===== src/rtl/tx_shift_register.sv =====
// tx_shift_register: UART transmitter, 11 bit-time frames (start, 8 data LSB first, 2 stop).
// Define UART_TX_BREAK_EN to compile in break generation on send_break.
module tx_shift_register #(
  parameter int BREAK_BITS = 22
) (
  input  logic       clk,
  input  logic       rst,
  input  logic       baud_tick,
  input  logic [7:0] tx_data,
  input  logic       tx_valid,
  output logic       tx_ready,
  input  logic       send_break,
  output logic       sr_out,
  output logic       busy,
  output logic       tx_done,
  output logic       break_active,
  output logic       break_done
);
  typedef enum logic [2:0] {
    IDLE, PEND, START, DATA, STOP
`ifdef UART_TX_BREAK_EN
    , BRK_PEND, BREAK
`endif
  } state_t;
  localparam logic [7:0] BB = 8'(BREAK_BITS);
  state_t state, state_n;
  logic [7:0] shreg;
  logic [2:0] idx;
`ifdef UART_TX_BREAK_EN
  logic [7:0] cnt;
  logic brk_seq;
  assign tx_ready = (state == IDLE) && !send_break;
`else
  logic unused_cfg;
  assign unused_cfg = ^{send_break, BB};
  assign tx_ready = state == IDLE;
  assign break_active = 1'b0;
  assign break_done = 1'b0;
`endif
  assign busy = state != IDLE;
  always_comb begin
    state_n = state;
    case (state)
      IDLE: begin
        if (tx_valid && tx_ready) state_n = PEND;
`ifdef UART_TX_BREAK_EN
        if (send_break) state_n = BRK_PEND;
`endif
      end
      PEND:  state_n = baud_tick ? START : PEND;
      START: state_n = baud_tick ? DATA : START;
      DATA:  state_n = baud_tick && idx == 3'd7 ? STOP : DATA;
      STOP:  state_n = baud_tick ? IDLE : STOP;
`ifdef UART_TX_BREAK_EN
      BRK_PEND: state_n = baud_tick ? BREAK : BRK_PEND;
      BREAK:    state_n = baud_tick && cnt >= BB && !send_break ? STOP : BREAK;
`endif
      default: state_n = IDLE;
    endcase
  end
  always_ff @(posedge clk) begin
    if (rst) begin
      state <= IDLE;
      sr_out <= 1'b1;
      tx_done <= 1'b0;
      shreg <= '0;
      idx <= '0;
`ifdef UART_TX_BREAK_EN
      cnt <= '0;
      brk_seq <= 1'b0;
      break_active <= 1'b0;
      break_done <= 1'b0;
`endif
    end else begin
      state <= state_n;
      tx_done <= 1'b0;
`ifdef UART_TX_BREAK_EN
      break_done <= 1'b0;
`endif
      if (state == IDLE && state_n == PEND) shreg <= tx_data;
      if (baud_tick) begin
        case (state)
          PEND: sr_out <= 1'b0;
          START: begin
            sr_out <= shreg[0];
            shreg <= shreg >> 1;
            idx <= '0;
          end
          DATA: begin
            if (idx == 3'd7) sr_out <= 1'b1;
            else begin
              sr_out <= shreg[0];
              shreg <= shreg >> 1;
              idx <= idx + 3'd1;
            end
          end
`ifdef UART_TX_BREAK_EN
          STOP: begin
            tx_done <= !brk_seq;
            break_done <= brk_seq;
            brk_seq <= 1'b0;
          end
          BRK_PEND: begin
            sr_out <= 1'b0;
            break_active <= 1'b1;
            brk_seq <= 1'b1;
            cnt <= 8'd1;
          end
          BREAK: begin
            if (state_n == STOP) begin
              sr_out <= 1'b1;
              break_active <= 1'b0;
            end else if (cnt != BB) cnt <= cnt + 8'd1;
          end
`else
          STOP: tx_done <= 1'b1;
`endif
          default: ;
        endcase
      end
    end
  end
endmodule


===== config.mk =====
export PLATFORM = sky130hd
export DESIGN_NAME = tx_shift_register
export DESIGN_NICKNAME = d
export VERILOG_FILES = /design/src/rtl/tx_shift_register.sv
export SDC_FILE = /design/constraint.sdc
export NUM_CORES = 1
export LEC_CHECK = 0
export CAP_MARGIN = 20
export CORE_ASPECT_RATIO = 1.2
export CORE_MARGIN = 5
export CORE_UTILIZATION = 40
export CTS_BUF_LIST = sky130_fd_sc_hd__clkbuf_16
export DETAILED_ROUTE_END_ITERATION = 7
export PLACE_DENSITY = 0.62
export SYNTH_ARGS = -nofsm -noshare
export SYNTH_HDL_FRONTEND = slang
export SYNTH_SLANG_ARGS = --single-unit

===== constraint.sdc =====
create_clock -name clk -period 1.7 [get_ports clk]
set_input_delay 0.34 -clock clk [delete_from_list [all_inputs] [get_ports clk]]
set_output_delay 0.34 -clock clk [all_outputs]
set_load 0.02 [all_outputs]

======== Yosys cells after proc, flatten, opt, wreduce, memory -nomap -nowiden ========
Cells that the tools add are included.
word-level totals
  logic and storage cells ................. 39
  input port bits ......................... 13
  register bits after elaboration ......... 16
  output and inout bits ................... 6
operators by class
  add/subtract/negate cells ............... 1
  bitwise operators ....................... 1
  reductions and logical operators ........ 10
  equality and inequality tests ........... 7
  muxes and demuxes ....................... 15
operators with widths
  cell                                                                    count
  8-bit two-way mux                                                       3
  8-bit one-hot mux with 2 select lines                                   1
  3-bit one-hot mux with 5 select lines                                   1
  3-bit two-way mux                                                       4
  3-bit by 1-bit equality test with 1-bit output (second input constant)  2
  3-bit by 2-bit equality test with 1-bit output (second input constant)  2
  3-bit equality test (second input constant)                             2
  3-bit one-hot mux with 2 select lines                                   1
  3-bit nonzero test                                                      2
  3-bit by 1-bit adder with 3-bit output (second input constant)          1
  1-bit logical AND                                                       3
  3-bit zero test                                                         1
  1-bit two-way mux                                                       3
  1-bit one-hot mux with 3 select lines                                   1
  3-bit AND reduction                                                     1
  2-bit two-way mux                                                       1
  2-bit != test (second input constant)                                   1
  2-bit AND reduction                                                     1
  2-bit nonzero test                                                      1
  2-bit OR reduction                                                      1
  1-bit NOT                                                               1

======== Logic depth before layout (Yosys ltp) ========
  depth in word-level cells ............... 10
  depth in mapped cells ................... 6
  depth with buffers taken out ............ 5

======== Least setup slack after synthesis ========
Ideal clock, no wire load.
  path type ............................... reg2out
  from .................................... reg state[1]
  to ...................................... out tx_ready
  data required time ...................... 1,360 ps
  buffers on the path ..................... 1
  setup slack ............................. 188 ps
  data arrival time ....................... 1,172 ps
  stages on the path, launching flop included .. 4
  cells stage by stage .................... dfxtp_1 -> buf_2 -> or3_2 -> inv_1
between the ends
  cells in the longest elaborated chain, start to end .. 1
RTL lines
  what                      RTL line  source
  start: declaration        26        state_t state, state_n;
  start signal: assignment  75        state <= state_n;
  3-bit zero test           36        assign tx_ready = state == IDLE;
  end: declaration          11        output logic tx_ready,
Every way passes these cells.

======== Worst setup path in the final report ========
  from .................................... reg state[2]
  to ...................................... out tx_ready
The elaborated chain is that of the path after synthesis.

==> key figures <==
Clocking
  • CTS tree: yes
  • Worst skew pair latency: 0.24 ns
  • Post-CTS Setup Repair Bufs: 0
  • Clock Tree Root: clkbuf_16
  • TritonCTS Buffers: 3
  • Post-cts sizing count: 5
  • Clock Path Buffers: 2
  • Hold_buf cts: 0
  • CTS Sinks: 16
  • Clk slew on worst S/H paths: 0.05 ns
  • Htree depth: 1

Die
  • Row count: 18
  • Die height: 59.9 um
  • Die Footprint: 0.00308 mm^2
  • Initial Util: 40.9%
  • Die Width: 51.5 um
  • Io pins: 19
  • Core area: 0.00203 mm^2

Cells and area
  • Area delta synth->final: 29.5%
  • Commonest non-fill, non-tap cells in the layout: 16 x dfxtp_1, 13 x clkdlybuf4s50_1, 9 x nor3_1, 9 x buf_4
  • Fin area: 0.00107 mm^2
  • Most common cell after layout, fill and taps aside: dfxtp_1
  • Fraction of layout instances using a drive strength above 1: 17.8%
  • Final net count: 123
  • ANT cells: 0

STA
  • Final Critical Period: 1.58 ns
  • Max Clock Freq: 0.631 GHz
  • Final Skew: 0.00376 ns
  • RSZ-0062 raised after global routing: false
  • Final hold viol count: 0
  • Max-slew violations: 0
  • Setup TNS: 0 ns
  • Final setup vio count: 0
  • Final cycle utilization of the critical path: between 90 and 100%

Critical path
  • Worst-path fanout max: 2
  • Critical path type: reg2out
  • Critical Path Sink Type: output pin
  • Crit-path max cell delay: 0.48 ns
  • Slowest CP cell: or3_2
  • Crit path DAT: between 1 and 1.5 ns
  • Worst Path Required: 1.36 ns
  • CP Launch Type: register
  • CP cell instances: or3_2, inv_1, buf_2

Route
  • Routed WL per cell: 13.1 um
  • DRC: 0
  • TritonRoute pass-1 iters: 4
  • Detailed-route via count: 713
  • Vias per cell: 5.61
  • Initial DRC Count: 15
  • Remaining antenna violation count: 0
  • Final WL: 1660 um

Logic synthesis
  • Sequential area share after synthesis: 38.7%
  • Ys async rst share: 0%
  • Syn. warnings: 0
  • Mean Syn Cell Area: 9.41 um^2
  • Post-synth EDFFs: 0
  • Flops & latches, synth: 16
  • Post-Synthesis Cells: 88
  • Synthesized cell area: between 800 and 900 um^2
  • Netlist cell types: 33
  • Most used flip-flop cell after synthesis: dfxtp_1

GRT
  • First-pass GRT wire length: approximately 3000 um
  • Vias in the first global route: roughly 700
  • Grt total ovfl: 0
  • Largest net degree at the start of global routing: 12
  • GRT Util Overall: 13.1%
  • Initial antenna violation count: 0

Outcome
  • Outcome: finished, final reports clean

Power and ir drop
  • Sw frac: 22.3%
  • Worst VDD drop: 0.417 mV
  • Power share of the clock group: 44.5%
  • Flop pwr share: 40.2%
  • Leak pwr: 0.428 nW
  • Pint: 0.793 mW
  • Power per Cell Area: 952 mW/mm^2
  • P_sw: ~0.23 mW
  • Logic gate share of total power: 15.3%

Placed design
  • Hpwl dp: 1210 um
  • PortBufs: 15
  • GP Congestion: about 0.74
  • Placed cell area: ~0.001 mm^2

Flow run
  • Reported max-cap violation count: 0

Worst hold path
  • Hold Crit Class: reg2reg
layout make-up:
type                            count  area, um^2
Clock buffer                        3        75.1
Clock inverter                      1        3.75
Fill cell                         202         955
Inverter                            2        7.51
Multi-Input combinational cell     61         433
Sequential cell                    16         320
Tap cell                           20        25.0
Timing Repair Buffer               24         208
through the flow:
step / total power [mW] / worst slack, ns / instances / hold slack [ns] / util, %
finish: 1.02 / 0.116 / 127 / 0.493 / 52.9
global route: 1.07 / 0.0547 / 127 / 0.518 / 52.9
CTS: 1.04 / 0.00929 / 127 / 0.498 / 53.5
detailed placement: 0.582 / -0.0683 / 123 / 0.473 / 49.5
global placement: 0.580 / -0.0647 / 123 / 0.461 / 49.5
floorplan: 0.520 / 0.188 / 89 / 0.413 / -
critical path: cells and delay by family, from the launching register on:
kind	cells	cell delay, ns
AND/OR/NAND/NOR	1	0.48
flip-flops	1	0.30
buffers and inverters	2	0.21
path summary, 6_finish.rpt:
kind	slack, ns	start	cells past startpoint	to
setup / recovery	0.12	state[2]	3	tx_ready
hold / removal	0.49	idx[2]	2	idx[2]
setup reg to reg	0.21	idx[0]	5	state[0]
hold reg to reg	0.49	idx[2]	2	idx[2]
synthesized netlist by cell type, types with 2 or more instances:
| library cell | number | area, um^2 |
|---|---|---|
| a2111oi_0 | 2 | 17.5 |
| a21oi_1 | 6 | 30.0 |
| mux2i_1 | 8 | 80.1 |
| nor3_1 | 9 | 45.0 |
| o21ai_0 | 3 | 15.0 |
| and3b_2 | 2 | 20.0 |
| buf_2 | 4 | 20.0 |
| dfxtp_1 | 16 | 320 |
| nand3b_1 | 2 | 15.0 |
| inv_1 | 2 | 7.51 |
| nand4_1 | 2 | 12.5 |
| buf_4 | 2 | 15.0 |
| a211oi_1 | 8 | 60.1 |
| ha_1 | 2 | 25.0 |
| nor2b_1 | 2 | 12.5 |
power by group through the flow:
| stage | clock [mW] | sequential (mW) | combinational (mW) |
|---|---|---|---|
| final | 0.454 | 0.410 | 0.156 |
| after global routing | 0.483 | 0.413 | 0.173 |
| after CTS | 0.471 | 0.410 | 0.162 |
| after detailed placement | 0 | 0.418 | 0.164 |
| after global placement | 0 | 0.417 | 0.163 |
| after floorplan | 0 | 0.419 | 0.101 |
sequential cells by signal, indices dropped and copies added, names as in the netlist:
name,count
idx,3
tx_done,1
sr_out,1
state,3
shreg,8
kinds of logic (layout without fill, tap and decap cells):
logic type / count (synthesis) / after routing / share of synthesized area (%)
buffers and inverters: 12 / 30 / 9.52
multiplexers: 8 / 8 / 9.67
flip-flops: 16 / 16 / 38.7
other: 1 / 2 / 0.453
adder cells (fa/ha/maj): 2 / 2 / 3.02
AND/OR/NAND/NOR: 28 / 28 / 22.2
AO/OA/AOI/OAI: 21 / 21 / 16.5
metal layers:
metal	track usage, %	part of all wire, %	vias to the layer above
met1	15.2	45	324
met3	4.24	7.2	5
li1	-	-	363
met4	7.87	2.5	0
met5	0	0	-
met2	20.9	46	21
No activity file was read; power rests on OpenSTA's default activity.
